`config.mk`:
```
export PLATFORM = sky130hd
export DESIGN_NAME = cache_l2_burst_control
export DESIGN_NICKNAME = d
export VERILOG_FILES = /design/src/rtl/cache_l2_burst_control.sv
export SDC_FILE = /design/constraint.sdc
export NUM_CORES = 1
export LEC_CHECK = 0
export BUFFER_PORTS_ARGS = -buffer_cell sky130_fd_sc_hd__buf_2
export CAP_MARGIN = 20
export CORE_ASPECT_RATIO = 0.8
export CORE_MARGIN = 10
export CORE_UTILIZATION = 50
export DETAILED_ROUTE_END_ITERATION = 12
export HOLD_SLACK_MARGIN = 0.15
export PLACE_DENSITY = 0.76
export SETUP_SLACK_MARGIN = 0.4
export SYNTH_ARGS = -nofsm -noshare
export SYNTH_HDL_FRONTEND = slang
export SYNTH_SLANG_ARGS = --single-unit
```
`constraint.sdc`:
```
create_clock -name clk -period 3.3 [get_ports clk]
set_input_delay 0.66 -clock clk [delete_from_list [all_inputs] [get_ports clk]]
set_output_delay 0.66 -clock clk [all_outputs]
set_load 0.02 [all_outputs]
```
`src/rtl/cache_l2_burst_control.sv`:
```
// Control FSM for an N-way set-associative L2 cache with multi-beat line
// bursts to physical memory. Picks a victim way (first invalid, else LRU),
// sequences dirty write-back and refill one beat at a time, and keeps
// saturating hit/miss performance counters.
//
// Handshake: mem_read/mem_write are level requests held by the CPU side until
// mem_resp is seen high at a rising clk edge; pmem_read/pmem_write stay high
// for the whole burst and each cycle with pmem_resp high transfers exactly one
// beat (beat_idx); the strobe drops the cycle after the final-beat response.
module cache_l2_burst_control #(
  parameter int NUM_WAYS = 4,
  parameter int BEATS    = 4,
  parameter int CNT_W    = 32,
  localparam int WAY_W   = $clog2(NUM_WAYS),
  localparam int BEAT_W  = $clog2(BEATS)
) (
  input  logic              clk,
  input  logic              rst,
  input  logic              mem_read,
  input  logic              mem_write,
  input  logic [NUM_WAYS-1:0] hit_vec,
  input  logic [NUM_WAYS-1:0] valid_vec,
  input  logic [NUM_WAYS-1:0] dirty_vec,
  input  logic [WAY_W-1:0]  lru_way,
  input  logic              pmem_resp,
  output logic              mem_resp,
  output logic [WAY_W-1:0]  way_sel,
  output logic [BEAT_W-1:0] beat_idx,
  output logic              cpu_we,
  output logic              line_we,
  output logic              tag_we,
  output logic              valid_set,
  output logic              dirty_set,
  output logic              dirty_clr,
  output logic              lru_update,
  output logic              load_addr,
  output logic              pmarmux_sel,
  output logic              datamux_sel,
  output logic              pmem_read,
  output logic              pmem_write,
  output logic [CNT_W-1:0]  hit_count,
  output logic [CNT_W-1:0]  miss_count,
  output logic [1:0]        state_dbg
);

  typedef enum logic [1:0] {
    S_LOOKUP     = 2'd0,
    S_WRITE_BACK = 2'd1,
    S_FILL       = 2'd2
  } state_t;

  state_t            state;
  logic [BEAT_W-1:0] beat_cnt;
  logic [WAY_W-1:0]  victim_q;
  logic              refill_q;

  logic              req;
  logic              is_write;
  logic              hit_any;
  logic [WAY_W-1:0]  hit_way;
  logic              inv_found;
  logic [WAY_W-1:0]  inv_way;
  logic [WAY_W-1:0]  victim;
  logic              victim_dirty;
  logic              last_beat;
  logic              hit_sat;
  logic              miss_sat;

  assign req       = mem_read | mem_write;
  // A simultaneous read and write is handled as a write.
  assign is_write  = mem_write;
  assign hit_any   = |hit_vec;
  assign last_beat = (beat_cnt == BEAT_W'(BEATS - 1));
  assign hit_sat   = (hit_count == {CNT_W{1'b1}});
  assign miss_sat  = (miss_count == {CNT_W{1'b1}});
  assign state_dbg = state;

  // Lowest-index hit way and lowest-index invalid way (scan high to low so
  // the lowest index wins); fall back to the LRU way when the set is full.
  always_comb begin
    hit_way   = '0;
    inv_found = 1'b0;
    inv_way   = '0;
    for (int i = NUM_WAYS - 1; i >= 0; i--) begin
      if (hit_vec[i]) hit_way = WAY_W'(i);
      if (!valid_vec[i]) begin
        inv_found = 1'b1;
        inv_way   = WAY_W'(i);
      end
    end
    victim       = inv_found ? inv_way : lru_way;
    victim_dirty = valid_vec[victim] & dirty_vec[victim];
  end

  // Datapath strobes, decoded from the current state and inputs.
  always_comb begin
    mem_resp    = 1'b0;
    way_sel     = '0;
    beat_idx    = beat_cnt;
    cpu_we      = 1'b0;
    line_we     = 1'b0;
    tag_we      = 1'b0;
    valid_set   = 1'b0;
    dirty_set   = 1'b0;
    dirty_clr   = 1'b0;
    lru_update  = 1'b0;
    load_addr   = 1'b0;
    pmarmux_sel = 1'b0;
    datamux_sel = 1'b0;
    pmem_read   = 1'b0;
    pmem_write  = 1'b0;
    case (state)
      S_LOOKUP: begin
        if (req) begin
          if (hit_any) begin
            mem_resp    = 1'b1;
            way_sel     = hit_way;
            lru_update  = 1'b1;
            datamux_sel = 1'b1;
            if (is_write) begin
              cpu_we    = 1'b1;
              dirty_set = 1'b1;
            end
          end else begin
            way_sel     = victim;
            load_addr   = 1'b1;
            pmarmux_sel = victim_dirty;
          end
        end
      end
      S_WRITE_BACK: begin
        pmem_write  = 1'b1;
        way_sel     = victim_q;
        pmarmux_sel = 1'b1;
        if (pmem_resp && last_beat) begin
          // Swap the pmem address over to the CPU line for the refill.
          load_addr   = 1'b1;
          pmarmux_sel = 1'b0;
          dirty_clr   = 1'b1;
        end
      end
      S_FILL: begin
        pmem_read = 1'b1;
        way_sel   = victim_q;
        if (pmem_resp) begin
          line_we = 1'b1;
          if (last_beat) begin
            tag_we    = 1'b1;
            valid_set = 1'b1;
            dirty_clr = 1'b1;
          end
        end
      end
      default: ;
    endcase
  end

  // State, beat counter, victim latch, refill flag and performance counters.
  always_ff @(posedge clk) begin
    if (rst) begin
      state      <= S_LOOKUP;
      beat_cnt   <= '0;
      victim_q   <= '0;
      refill_q   <= 1'b0;
      hit_count  <= '0;
      miss_count <= '0;
    end else begin
      case (state)
        S_LOOKUP: begin
          if (req) begin
            if (hit_any) begin
              // The completing re-lookup after a refill is not a real hit.
              refill_q <= 1'b0;
              if (!refill_q && !hit_sat) hit_count <= hit_count + CNT_W'(1);
            end else begin
              victim_q <= victim;
              beat_cnt <= '0;
              state    <= victim_dirty ? S_WRITE_BACK : S_FILL;
              if (!refill_q && !miss_sat) miss_count <= miss_count + CNT_W'(1);
            end
          end else begin
            refill_q <= 1'b0;
          end
        end
        S_WRITE_BACK: begin
          if (pmem_resp) begin
            // BEATS is a power of two, so the increment wraps to 0 after the last beat.
            beat_cnt <= beat_cnt + BEAT_W'(1);
            if (last_beat) state <= S_FILL;
          end
        end
        S_FILL: begin
          if (pmem_resp) begin
            beat_cnt <= beat_cnt + BEAT_W'(1);
            if (last_beat) begin
              refill_q <= 1'b1;
              state    <= S_LOOKUP;
            end
          end
        end
        default: state <= S_LOOKUP;
      endcase
    end
  end

endmodule

```
* Word-level counts from Yosys, hierarchy flattened *
Cells that the tools add are included.
W data, S select, Z words.

storage, ports and cells
  output and inout port bits = 83
  word-level logic and storage cells = 103
  register bits after elaboration = 71
  input bits = 19

cells by class
  add/sub/neg operators = 3
  bitwise operators = 3
  mux-type cells = 60
  eq/ne operators = 13
  reduce and logical (&&, ||, !) cells = 17
  $lt $le $gt $ge = 1

operator list
  kind                     count
  $add A32 B1 Y32 const B  2
  $eq A32 B32 Y1 const B   2
  $mux W2                  21
  $mux W1                  30
  $reduce_and A4 Y1        4
  $ne A2 B2 Y1 const B     6
  $pmux W1 S2              4
  $pmux W2 S2              2
  $pmux W2 S3              1
  $reduce_and A6 Y1        1
  $bmux W1 S2              2
  $eq A2 B2 Y1 const B     2
  $reduce_bool A2 Y1       2
  $reduce_or A4 Y1         1
  $logic_and A1 B1 Y1      3
  $logic_not A1 Y1         3
  $lt A2 B3 Y1 const B     1
  $ne A3 B3 Y1 const B     1
  $reduce_and A3 Y1        1
  $add A2 B1 Y2 const B    1
  $eq A2 B1 Y1 const B     1
  $logic_not A2 Y1         1
  $ne A2 B1 Y1 const B     1
  $reduce_or A2 Y1         1
  other kinds (3)          3

* Depth between registers and ports, before layout *
  depth in word-level cells = 12
  gate-level depth with buffers = 9
  mapped depth without buffers = 7

* Least setup slack after synthesis *
No wires, ideal clock.

  path kind = input to register
  start point = in hit_vec[0]
  end point = reg miss_count[18]
  data required time = 3.177 ns
  slack = 0.649 ns
  data arrival time = 2.528 ns
  buffers on the path = 2
  library setup time = 0.123 ns
  cell stages on the path = 7
  path through = or4_1 buf_2 or4_1 buf_4 a211oi_4 nand4_1 mux2_1

between the ends
  longest elaborated chain between the ends = 3

ends and longest elaborated chain
  what                                RTL line  source
  start, declared                     21        input logic [NUM_WAYS-1:0] hit_vec,
  $reduce_or A4 Y1                    72        assign hit_any = |hit_vec;
  $not A1 Y1 (no source line)         --
  $reduce_and A4 Y1 (no source line)  --
  end signal, assigned                179       if (!refill_q && !miss_sat) miss_count <= miss_count + CNT_W'(1);
  end, declared                       42        output logic [CNT_W-1:0] miss_count,

No other way between the ends.
A chain may end at the register's enable or synchronous reset.

* Worst setup path after layout *
  start point = in hit_vec[0]
  end point = out pmarmux_sel

between the ends
  longest elaborated chain between the ends = 4

ends and longest elaborated chain
  what              RTL line  source
  $reduce_or A4 Y1  72
  $mux W1           115       if (hit_any) begin
  $mux W1           114       if (req) begin
  $pmux W1 S2       112       case (state)
  end, declared     37        output logic pmarmux_sel,

No other way between the ends.

==> results.toml <==
[synth]
synth_compound_area_share_pct = 20.56
syn_nets = 524
ys_async_sr_fraction_pct = 0
yosysSeqAreaShare_pct = 35.33
synth_top_family_by_area = "simple AND/OR/NAND/NOR gates"
synth.avg_cell_area_um2 = 8.078
syn_inst = 498
syn_area_um2 = 4023
yosys_most_used_dff = "dfxtp_1"
synth_fa_ha_area_share_pct = 2.177
yosys.area_share.simple_pct = 32.10
synth_cell_type_count = 56
ys_ff_latch = 71
synth.area.mux_share_pct = 1.649
ys_warn_count = 0
synth-xor-area-share_pct = 3.266
synth-edff-count = 0

[timing]
finalCritPeriodShare_pct = 83.39
tns_ps = 0
clock_skew_ps = 13.71
slew_headroom_pct = 45.66
finalMaxSlewViolations = 0
finalHoldViolations = 0
worst_pin_slew_ps = 808.4
setup_viol = 0
rsz0062_at_grt = "false"
fmax_mhz = 363.4
min_period_ps = 2752

[finish]
final_common_cell = "buf_2"
fin_nets = 613
syn_to_final_growth_pct = 21.09
final_cell_mix = "buf_2 (101), dfxtp_1 (71), a21oi_1 (46), nand2_1 (45), nor2_1 (35)"
diodes = 0
drive_above_1_share_pct = 23.31
n_fill_cell = 709

[routing]
routed_wl_um = 11560
drtPass1Iterations = 4
ant_nets = 0
avgViaCountPerCell = 6.064
drtIter0Drc = 321
vias = 4245
avgRoutedWirePerCell_um = 16.51
drc = 0

[setup_path]
slowest_delay_ps = 580
cp_slowest_cell = "or4_1"
crit_type = "input pin to primary output"
cp_max_fo = 7
rrSetupSlack_ps = 690
worstPathCellList = "buf_2 > or4_1 > buf_4 > nor2_1 > a22o_1 > buf_2"
worstPathArrival_ps = 2090
crit_family = "simple AND/OR/NAND/NOR gates"
r2r-end = "miss_count[18]$_SDFFE_PP0P_"
critPathLaunchType = "input pin"
cp_num_buf_inv = 3
rr_worst_depth = 7
required_ps = 2640
r2r-start = "state_dbg[0]$_SDFFE_PP0P_"
path_common_cell = "buf_2"
critPathCaptureType = "primary output"

[floorplanning]
row_count = 29
die_w_um = 120.3
die_h_um = 100.2
start_util_pct = 51.09
ios = 102
die_area_um2 = 12060
core_area_um2 = 7874

[global_routing]
grt_pass1_vias = 3853
grt_start_max_net_pins = 46
antenna_found_initial = 0
grt_pass1_wl_um = 18910
grt.overflow.total = 0
track_usage_pct = 18.54

[pwr]
p_seq_share_pct = 44.6
power_density_nw_per_um2 = 399.8
leakagePower_nw = 1.906
p_clk_share_pct = 49.3
p_sw_uw = 428.9
ir_drop_v = 0.0002550
p_int_mw = 1.518
comb_power_share_pct = 6.1
switching_share_pct = 22.03
power_mw = 1.947

[clock_network]
cts_hold_buf = 0
clockRootBuffer = "clkbuf_8"
cts_tree = "yes"
cts_buffers = 9
clock_sinks = 71
clkLatencyLatePin_ps = 360
cts.path.max_buffers = 2
clkSlewWorstSetupHoldPaths_ps = 80
cts_htree_levels = 3

[hold_path]
hold_end = "victim_q[0]$_SDFFE_PP0P_"
hold_path.class = "flip-flop to flip-flop"
min_from = "victim_q[0]$_SDFFE_PP0P_"
holdPathStages = 2

[outcome]
outcome = "finished clean"

[job]
drv_cap = 0

[placed_design]
port_buffers = 101
hpwlAfterDp_um = 8402
gp_congestion = 0.8689
stage by stage:
stage               cell area [um2]  hold slack, ps  setup slack (ps)  instances  util (%)
finish                         4871           460.2             548.2        700     61.86
global route                   4871           502.8             479.2        700     61.86
CTS                            4867           458.5             546.7        700     61.81
detailed placement             4588           447.3             368.9        684     58.27
global placement               4588           446.1             410.2        684     58.27
floorplan                      4023           436.6             649.0        498         -
power by group through the flow:
stage                     clock (mW)  combinational [mW]  sequential [mW]
final                          0.961               0.119            0.868
after global routing            1.01               0.131            0.869
after CTS                      0.973               0.118            0.867
after detailed placement           0               0.117            0.888
after global placement             0               0.115            0.888
after floorplan                    0              0.0738            0.891
logic make-up after synthesis:
logic type	count (synthesis)
simple gates	227
mux	6
buf+inv	45
flops	71
compound gates	127
xor+xnor	15
fa+ha+maj	7
synthesized netlist by cell type, drive strengths merged, types with 3 or more instances:
cell type	instances	area [um2]
mux2	5	56.30
inv	12	45.04
dfxtp	71	1421
clkbuf	20	75.07
nor3	7	40.04
a211oi	3	35.03
and3	10	62.56
nor2	35	131.4
buf	12	73.81
xnor2	9	78.83
o31ai	26	195.2
nand3	21	105.1
or4	31	232.7
ha	7	87.58
o21a	4	30.03
nor4	10	81.33
or3	18	112.6
o22ai	4	25.02
o211ai	4	30.03
xor2	6	52.55
nand2	45	168.9
o21ai	22	110.1
a21oi	46	230.2
nand4	24	150.1
nor2b	7	43.79
and2	4	25.02
and4	5	43.79
a2111oi	5	62.56
area by class of cell:
cell class | count | area (um2) | share of cell area, %
multi-input combinational | 382 | 2414 | 49.55
sequential | 71 | 1421 | 29.18
timing repair buffer | 110 | 573.1 | 11.76
clock buffer | 11 | 151.4 | 3.108
tap | 108 | 135.1 | 2.774
clock inverter | 5 | 127.6 | 2.620
inverter | 13 | 48.80 | 1.002
worst register-to-register path: stages, from the launching register on:
cell and delay (ps):
dfxtp_1 350, inv_1 130, ha_1 290, o21ai_2 180
or4_1 750, a211oi_4 330, nand4_1 140, mux2_1 320
how the worst max path moves through the flow:
stage	start	endpoint	slack [ps]	cells after the start
after floorplan	hit_vec[0]	miss_count[18]$_SDFFE_PP0P_	650	7
after global routing	hit_vec[0]	pmarmux_sel	480	6
after global placement	hit_vec[0]	miss_count[18]$_SDFFE_PP0P_	410	6
after CTS	state_dbg[0]$_SDFFE_PP0P_	pmarmux_sel	550	6
final	hit_vec[0]	pmarmux_sel	550	6
after detailed placement	hit_vec[0]	miss_count[18]$_SDFFE_PP0P_	370	6
what timing repair did:
action | 4_1_cts | 5_1_grt
setup buffers | 0 | 0
endpoints found under the hold margin | 0 | 0
gates resized for setup | 0 | 1
endpoints found under the setup margin | 0 | 3
sequential cells by signal, summed over array words and instances, names as in the netlist:
name,cells
beat_idx,2
hit_count,32
miss_count,32
refill_q,1
state_dbg,2
victim_q,2
routing by layer:
| metal | global-route usage, % | vias up | routed length, um |
|---|---|---|---|
| met3 | 7.347 | 10 | 1077 |
| met4 | 4.630 | 0 | 110 |
| met2 | 29.48 | 151 | 5219 |
| met5 | 0 | - | 0 |
| met1 | 23.02 | 2006 | 5146 |
| li1 | - | 2078 | - |
Note: power is estimated with default switching activity, not from simulation.
